<file path="config.mk">
export PLATFORM = sky130hd
export DESIGN_NAME = mux_2x1_arb
export DESIGN_NICKNAME = d
export VERILOG_FILES = /design/src/rtl/mux_2x1_arb.sv
export SDC_FILE = /design/constraint.sdc
export NUM_CORES = 1
export LEC_CHECK = 0
export ABC_CLOCK_PERIOD_IN_PS = 3900
export BUFFER_PORTS_ARGS = -buffer_cell sky130_fd_sc_hd__buf_2
export CORE_MARGIN = 5
export CORE_UTILIZATION = 40
export DETAILED_ROUTE_END_ITERATION = 8
export PLACE_DENSITY = 0.67
export RECOVER_POWER = 25
export SYNTH_ARGS = -nofsm -noshare
export SYNTH_HDL_FRONTEND = slang
export SYNTH_SLANG_ARGS = --single-unit
</file>
<file path="constraint.sdc">
create_clock -name clk -period 3.9 [get_ports clk]
set_clock_uncertainty 0.05 [all_clocks]
set_input_delay 1.17 -clock clk [delete_from_list [all_inputs] [get_ports clk]]
set_output_delay 1.17 -clock clk [all_outputs]
set_load 0.005 [all_outputs]
</file>
<file path="src/rtl/mux_2x1_arb.sv">
// mux_2x1_arb
//   Round-robin arbiter that owns the 2:1 select line shared by two
//   requesters. One requester at a time is granted for a burst of up to
//   MAX_HOLD beats. The granted data is forwarded over a valid/ready
//   handshake to a single downstream consumer.
//
// Ports
//   clk            rising-edge clock
//   rst_n          synchronous active-low reset
//   req1/x1/last1  requester 1 beat request, data, end-of-burst flag
//   req2/x2/last2  requester 2 beat request, data, end-of-burst flag
//   f_ready        downstream accepts the beat on f
//   f              muxed data, s ? x2 : x1
//   f_valid        granted requester has a beat
//   f_last         end-of-burst flag of the granted requester, gated by f_valid
//   rdy1/rdy2      per-requester ready (grant & f_ready)
//   gnt1/gnt2      registered one-hot grant
//   s              registered select; holds its value while idle
module mux_2x1_arb #(
    parameter int W        = 8,
    parameter int MAX_HOLD = 4
) (
    input  logic         clk,
    input  logic         rst_n,
    input  logic         req1,
    input  logic [W-1:0] x1,
    input  logic         last1,
    input  logic         req2,
    input  logic [W-1:0] x2,
    input  logic         last2,
    input  logic         f_ready,
    output logic [W-1:0] f,
    output logic         f_valid,
    output logic         f_last,
    output logic         rdy1,
    output logic         rdy2,
    output logic         gnt1,
    output logic         gnt2,
    output logic         s
);

    typedef enum logic [1:0] {IDLE, G1, G2} state_t;

    localparam logic [7:0] HOLD_LAST = 8'(MAX_HOLD - 1);

    state_t     state, state_nx;
    logic       s_nx;
    logic       last_srv, last_srv_nx;   // 0: requester 1 served last, 1: requester 2
    logic [7:0] beat_cnt, beat_cnt_nx;
    logic       acc, at_max, rel, enter1, enter2;

    assign gnt1    = (state == G1);
    assign gnt2    = (state == G2);
    assign f       = s ? x2 : x1;
    assign f_valid = (gnt1 & req1) | (gnt2 & req2);
    assign f_last  = (gnt1 & req1 & last1) | (gnt2 & req2 & last2);
    assign rdy1    = gnt1 & f_ready;
    assign rdy2    = gnt2 & f_ready;
    assign acc     = f_valid & f_ready;
    assign at_max  = (beat_cnt == HOLD_LAST);

    always_ff @(posedge clk) begin
        if (!rst_n) begin
            state    <= IDLE;
            s        <= 1'b0;
            last_srv <= 1'b1;
            beat_cnt <= '0;
        end else begin
            state    <= state_nx;
            s        <= s_nx;
            last_srv <= last_srv_nx;
            beat_cnt <= beat_cnt_nx;
        end
    end

    always_comb begin
        state_nx    = state;
        s_nx        = s;
        last_srv_nx = last_srv;
        beat_cnt_nx = beat_cnt;
        rel         = 1'b0;
        enter1      = 1'b0;
        enter2      = 1'b0;
        unique case (state)
            IDLE: begin
                // On a tie the requester not served last wins.
                if (req1 && (!req2 || last_srv)) enter1 = 1'b1;
                else if (req2)                   enter2 = 1'b1;
            end
            G1: begin
                rel = !req1 || (acc && (last1 || at_max));
                if (rel) begin
                    if (req2)      enter2   = 1'b1;
                    else if (req1) enter1   = 1'b1;   // req1 high here implies no drop
                    else           state_nx = IDLE;
                end else if (acc) begin
                    beat_cnt_nx = beat_cnt + 8'd1;
                end
            end
            G2: begin
                rel = !req2 || (acc && (last2 || at_max));
                if (rel) begin
                    if (req1)      enter1   = 1'b1;
                    else if (req2) enter2   = 1'b1;
                    else           state_nx = IDLE;
                end else if (acc) begin
                    beat_cnt_nx = beat_cnt + 8'd1;
                end
            end
            default: state_nx = IDLE;
        endcase
        // Grant entry (fresh or re-entry) restarts the burst count.
        if (enter1) begin
            state_nx    = G1;
            s_nx        = 1'b0;
            last_srv_nx = 1'b0;
            beat_cnt_nx = '0;
        end
        if (enter2) begin
            state_nx    = G2;
            s_nx        = 1'b1;
            last_srv_nx = 1'b1;
            beat_cnt_nx = '0;
        end
    end

endmodule

</file>
=== Word level (Yosys, flattened, before mapping) ===
Index checks and enable logic that the tools add are counted.

* Bits of input ports: 23
* Logic and storage cells: 81
* Output and inout port bits: 15
* Flip-flop bits (word level): 12

* Muxes and demuxes: 28
* Bitwise gates (word level): 10
* Equality and inequality tests: 19
* Reduce and logical (&&, ||, !) cells: 18
* Add/subtract/negate cells: 1

{| class="wikitable"
|+ Operators by type and width
! kind !! number
|-
| 8-bit two-way mux || 4
|-
| 2-bit two-way mux || 8
|-
| 4-bit by 2-bit != test with 1-bit output (second input constant) || 4
|-
| 8-bit one-hot mux with 2 select lines || 1
|-
| 7-bit AND reduction || 2
|-
| 1-bit two-way mux || 12
|-
| 3-bit by 2-bit != test with 1-bit output (second input constant) || 4
|-
| 8-bit by 1-bit adder with 8-bit output (second input constant) || 1
|-
| 8-bit by 2-bit equality test with 1-bit output (second input constant) || 1
|-
| 4-bit by 1-bit != test with 1-bit output (second input constant) || 2
|-
| 1-bit AND || 7
|-
| 2-bit != test (second input constant) || 3
|-
| 3-bit by 1-bit != test with 1-bit output (second input constant) || 2
|-
| 1-bit one-hot mux with 3 select lines || 2
|-
| 2-bit one-hot mux with 3 select lines || 1
|-
| 1-bit logical OR || 5
|-
| 2-bit nonzero test || 2
|-
| 1-bit logical AND || 3
|-
| 3-bit != test (second input constant) || 1
|-
| 3-bit AND reduction || 1
|-
| 3-bit OR reduction || 1
|-
| 2-bit by 1-bit equality test with 1-bit output (second input constant) || 1
|-
| 2-bit equality test (second input constant) || 1
|-
| 1-bit logical NOT || 2
|-
| other kinds (4) || 5
|}

=== Depth between registers and ports, before layout ===
* Depth after elaboration: 10
* Gate-level depth with buffers: 8
* Gate-level depth less buffers: 7

=== Worst setup path before layout ===
Ideal clock, no wire load.

* Kind: input to output
* Start point: in req2
* End point: out f_valid
* Stages: 3
* Arrival time: 1.572 ns
* Buffers on the path: 1
* Path slack: 1.108 ns
* Required time: 2.680 ns
* Cells stage by stage: buf_2 > inv_1 > o21ai_0

* Cells in the longest elaborated chain, start to end: 2

{| class="wikitable"
|+ RTL lines
! what !! line !! source
|-
| from (decl) || 28 || <nowiki>input logic req2,</nowiki>
|-
| 1-bit AND || 55 || <nowiki>assign f_valid = (gnt1 & req1) | (gnt2 & req2);</nowiki>
|-
| 1-bit bitwise OR || 55 ||
|-
| to (decl) || 33 || <nowiki>output logic f_valid,</nowiki>
|}

No other way between the ends.

=== Worst setup path in the final report ===
Same ends and word-level chain as after synthesis.

==> metrics.cfg <==
[cells_and_area]
mostFrequentLayoutCells=36 x buf_2, 12 x dfxtp_1, 8 x mux2_2
layout_commonest_cell=buf_2
nNetsFinal=176
postLayoutCellArea_sq_mm=0.00121
drive_gt1_share_pct=38.8
area_growth_pct=22.3
antenna_cells=0

[timing]
setup_violations=0
rsz0062_at_grt=no
min_period_ns=3.13
finalCritPeriodShare_pct=80.3
hold_viol_final=0
slew_headroom_pct=47.9
tightest_slew_ns=0.772
slew_violations=0
holdWs_ns=0.472
fin_tns_setup_ns=0
max_freq_mhz=319

[setup_path]
cp.required_ns=2.68
cp-startpoint=req2
r2r_start=beat_cnt[0]
crit_type=in2out
reg2reg_to=beat_cnt[3]
rrSetupSlack_ns=1.47
critPathCaptureType=output port
worstRegToRegCells=6
worstPathCellList=clkbuf_1 -> inv_1 -> o21ai_0 -> buf_2
slowest_delay_ns=0.36
critPathSlowestCell=clkbuf_1
startpoint_type=input pin
crit_fanout=12
worstPathArrival_ns=1.91

[floorplanning]
boundaryPins=38
die_h_um=59.8
floorplan.die_area_sq_mm=0.00357
start_util_pct=40.7
fp.coreArea_sq_mm=0.00243
die_w_um=59.8
rows=18

[min_path]
hp-class=reg2reg
hold_depth=2
hp-start=last_srv
holdPathEnd=last_srv

[power]
max-vdd-ir-drop_uv=183
power_leakage_nw=0.527
power_density_mw_per_mm2=309

[drt]
met1_length_um=1070
wl_met3_um=94
wl_per_cell_um=12.6
wirelength_um=2230
firstDrtPassIters=4
ant_nets=0
viasPerCell=5.29
drc=0
route.met2.wl_um=1050
num_vias=937
initialDrtViolationCount=54
top_layer=met4

[yosys]
syn_area_per_cell_sq_um=8.93
synth_top_area_share_pct=24.2
yosysSeqAreaShare_pct=24.2
synth_fp_nets=139
synth_cells=111
ys_warn_count=0
yosysTopAreaCell=dfxtp_1
synth.area.top_cells=dfxtp_1 24%, mux2_2 9.1%, ha_1 6.3%
ys_types=42
synth.cell_area_sq_um=991
synth_seq_cells=12

[global_route]
overflow=0
track_usage_pct=12.5
grt_pass1_vias=820
grt_first_pass_wirelength_um=3530
grt_max_degree=13
antenna_found_initial=0

[clock_network]
root_buffer=clkbuf_4
clk_pin_slew_worst_paths_ns=0.07
clockBufferDepth=2
cts.sinks=12
holdBufCountCts=0
htreeDepth=1
cts_resized=0
insertion_delay_ns=0.27
postCtsSetupRepairBufs=0
numCtsBuffers=3
cts_tree=yes

[run]
drv_cap=0

[placement]
dpl_cell_area_sq_mm=0.00119
portBuffers=37
dp_hpwl_um=1740
place_congestion=0.806

[outcome]
status=finished, final reports clean

==> worst max path at each step <==
stage	slack (ns)	cells past startpoint	endpoint
6_report	0.77	4	f_valid
5_1_grt	0.70	4	f_valid
4_1_cts	0.97	4	f_valid
3_5_place_dp	0.97	4	f_valid
3_3_place_gp	0.99	4	f_valid
2_1_floorplan	1.11	3	f_valid
==> cell usage after synthesis (all sizes together) <==
cell	count
dfxtp	12
mux2	8
inv	7
nand2	7
nor3b	7
xor2	7
ha	5
nand2b	4
nand3	4
nor2	4
o21ai	4
and3	3
buf	3
nand4	3
o2111ai	3
o211ai	3
a21oi	2
a22oi	2
and2	2
clkbuf	2
mux2i	2
o221ai	2
o22ai	2
or2	2
a21boi	1
a221oi	1
a311oi	1
a31o	1
a31oi	1
a41oi	1
nand3b	1
nor2b	1
nor3	1
or3	1
or4b	1
==> critical path: cells and delay by family <==
kind / cells / cell delay [ns]
AO/OA/AOI/OAI: 1 / 0.15
buffers and inverters: 3 / 0.59
==> per-stage QoR <==
step,utilization [%],worst slack (ns),total power [mW],std cells
finish,49.8,0.767,0.375,177
CTS,50.4,0.973,0.382,177
detailed placement,48.9,0.972,0.281,173
global placement,48.9,0.993,0.278,173
floorplan,-,1.11,0.236,111
global route,49.8,0.704,0.400,177
==> logic make-up after synthesis <==
group / share of synthesized area [%]
buffers and inverters: 5.05
AND/OR/NAND/NOR: 25.5
adder cells (fa/ha/maj): 6.31
multiplexers: 11.1
flip-flops: 24.2
AO/OA/AOI/OAI: 21.6
XOR/XNOR: 6.19
==> registers in the layout, indices dropped and copies added (netlist names) <==
| register | cells |
|---|---|
| s | 1 |
| beat_cnt | 8 |
| state | 2 |
| last_srv | 1 |
==> routing by layer <==
metal	vias to the layer above	track usage, %
li1	483	-
met1	436	17.6
met2	16	19.8
met3	2	1.30
met4	0	3.80
met5	-	0
==> where the power goes <==
group | total, mW | internal, mW | leakage [nW] | switching [mW]
sequential | 0.139 | 0.129 | 0.0974 | 0.00994
combinational | 0.136 | 0.0622 | 0.408 | 0.0735
clock | 0.100 | 0.0568 | 0.0210 | 0.0432
==> cell type report <==
type	instances	area, sq um
Fill cell	240	1220
Multi-Input combinational cell	87	688
Sequential cell	12	240
Timing Repair Buffer	37	184
Tap cell	30	37.5
Clock buffer	4	36.3
Inverter	7	26.3
No activity file was read; power rests on OpenSTA's default activity.
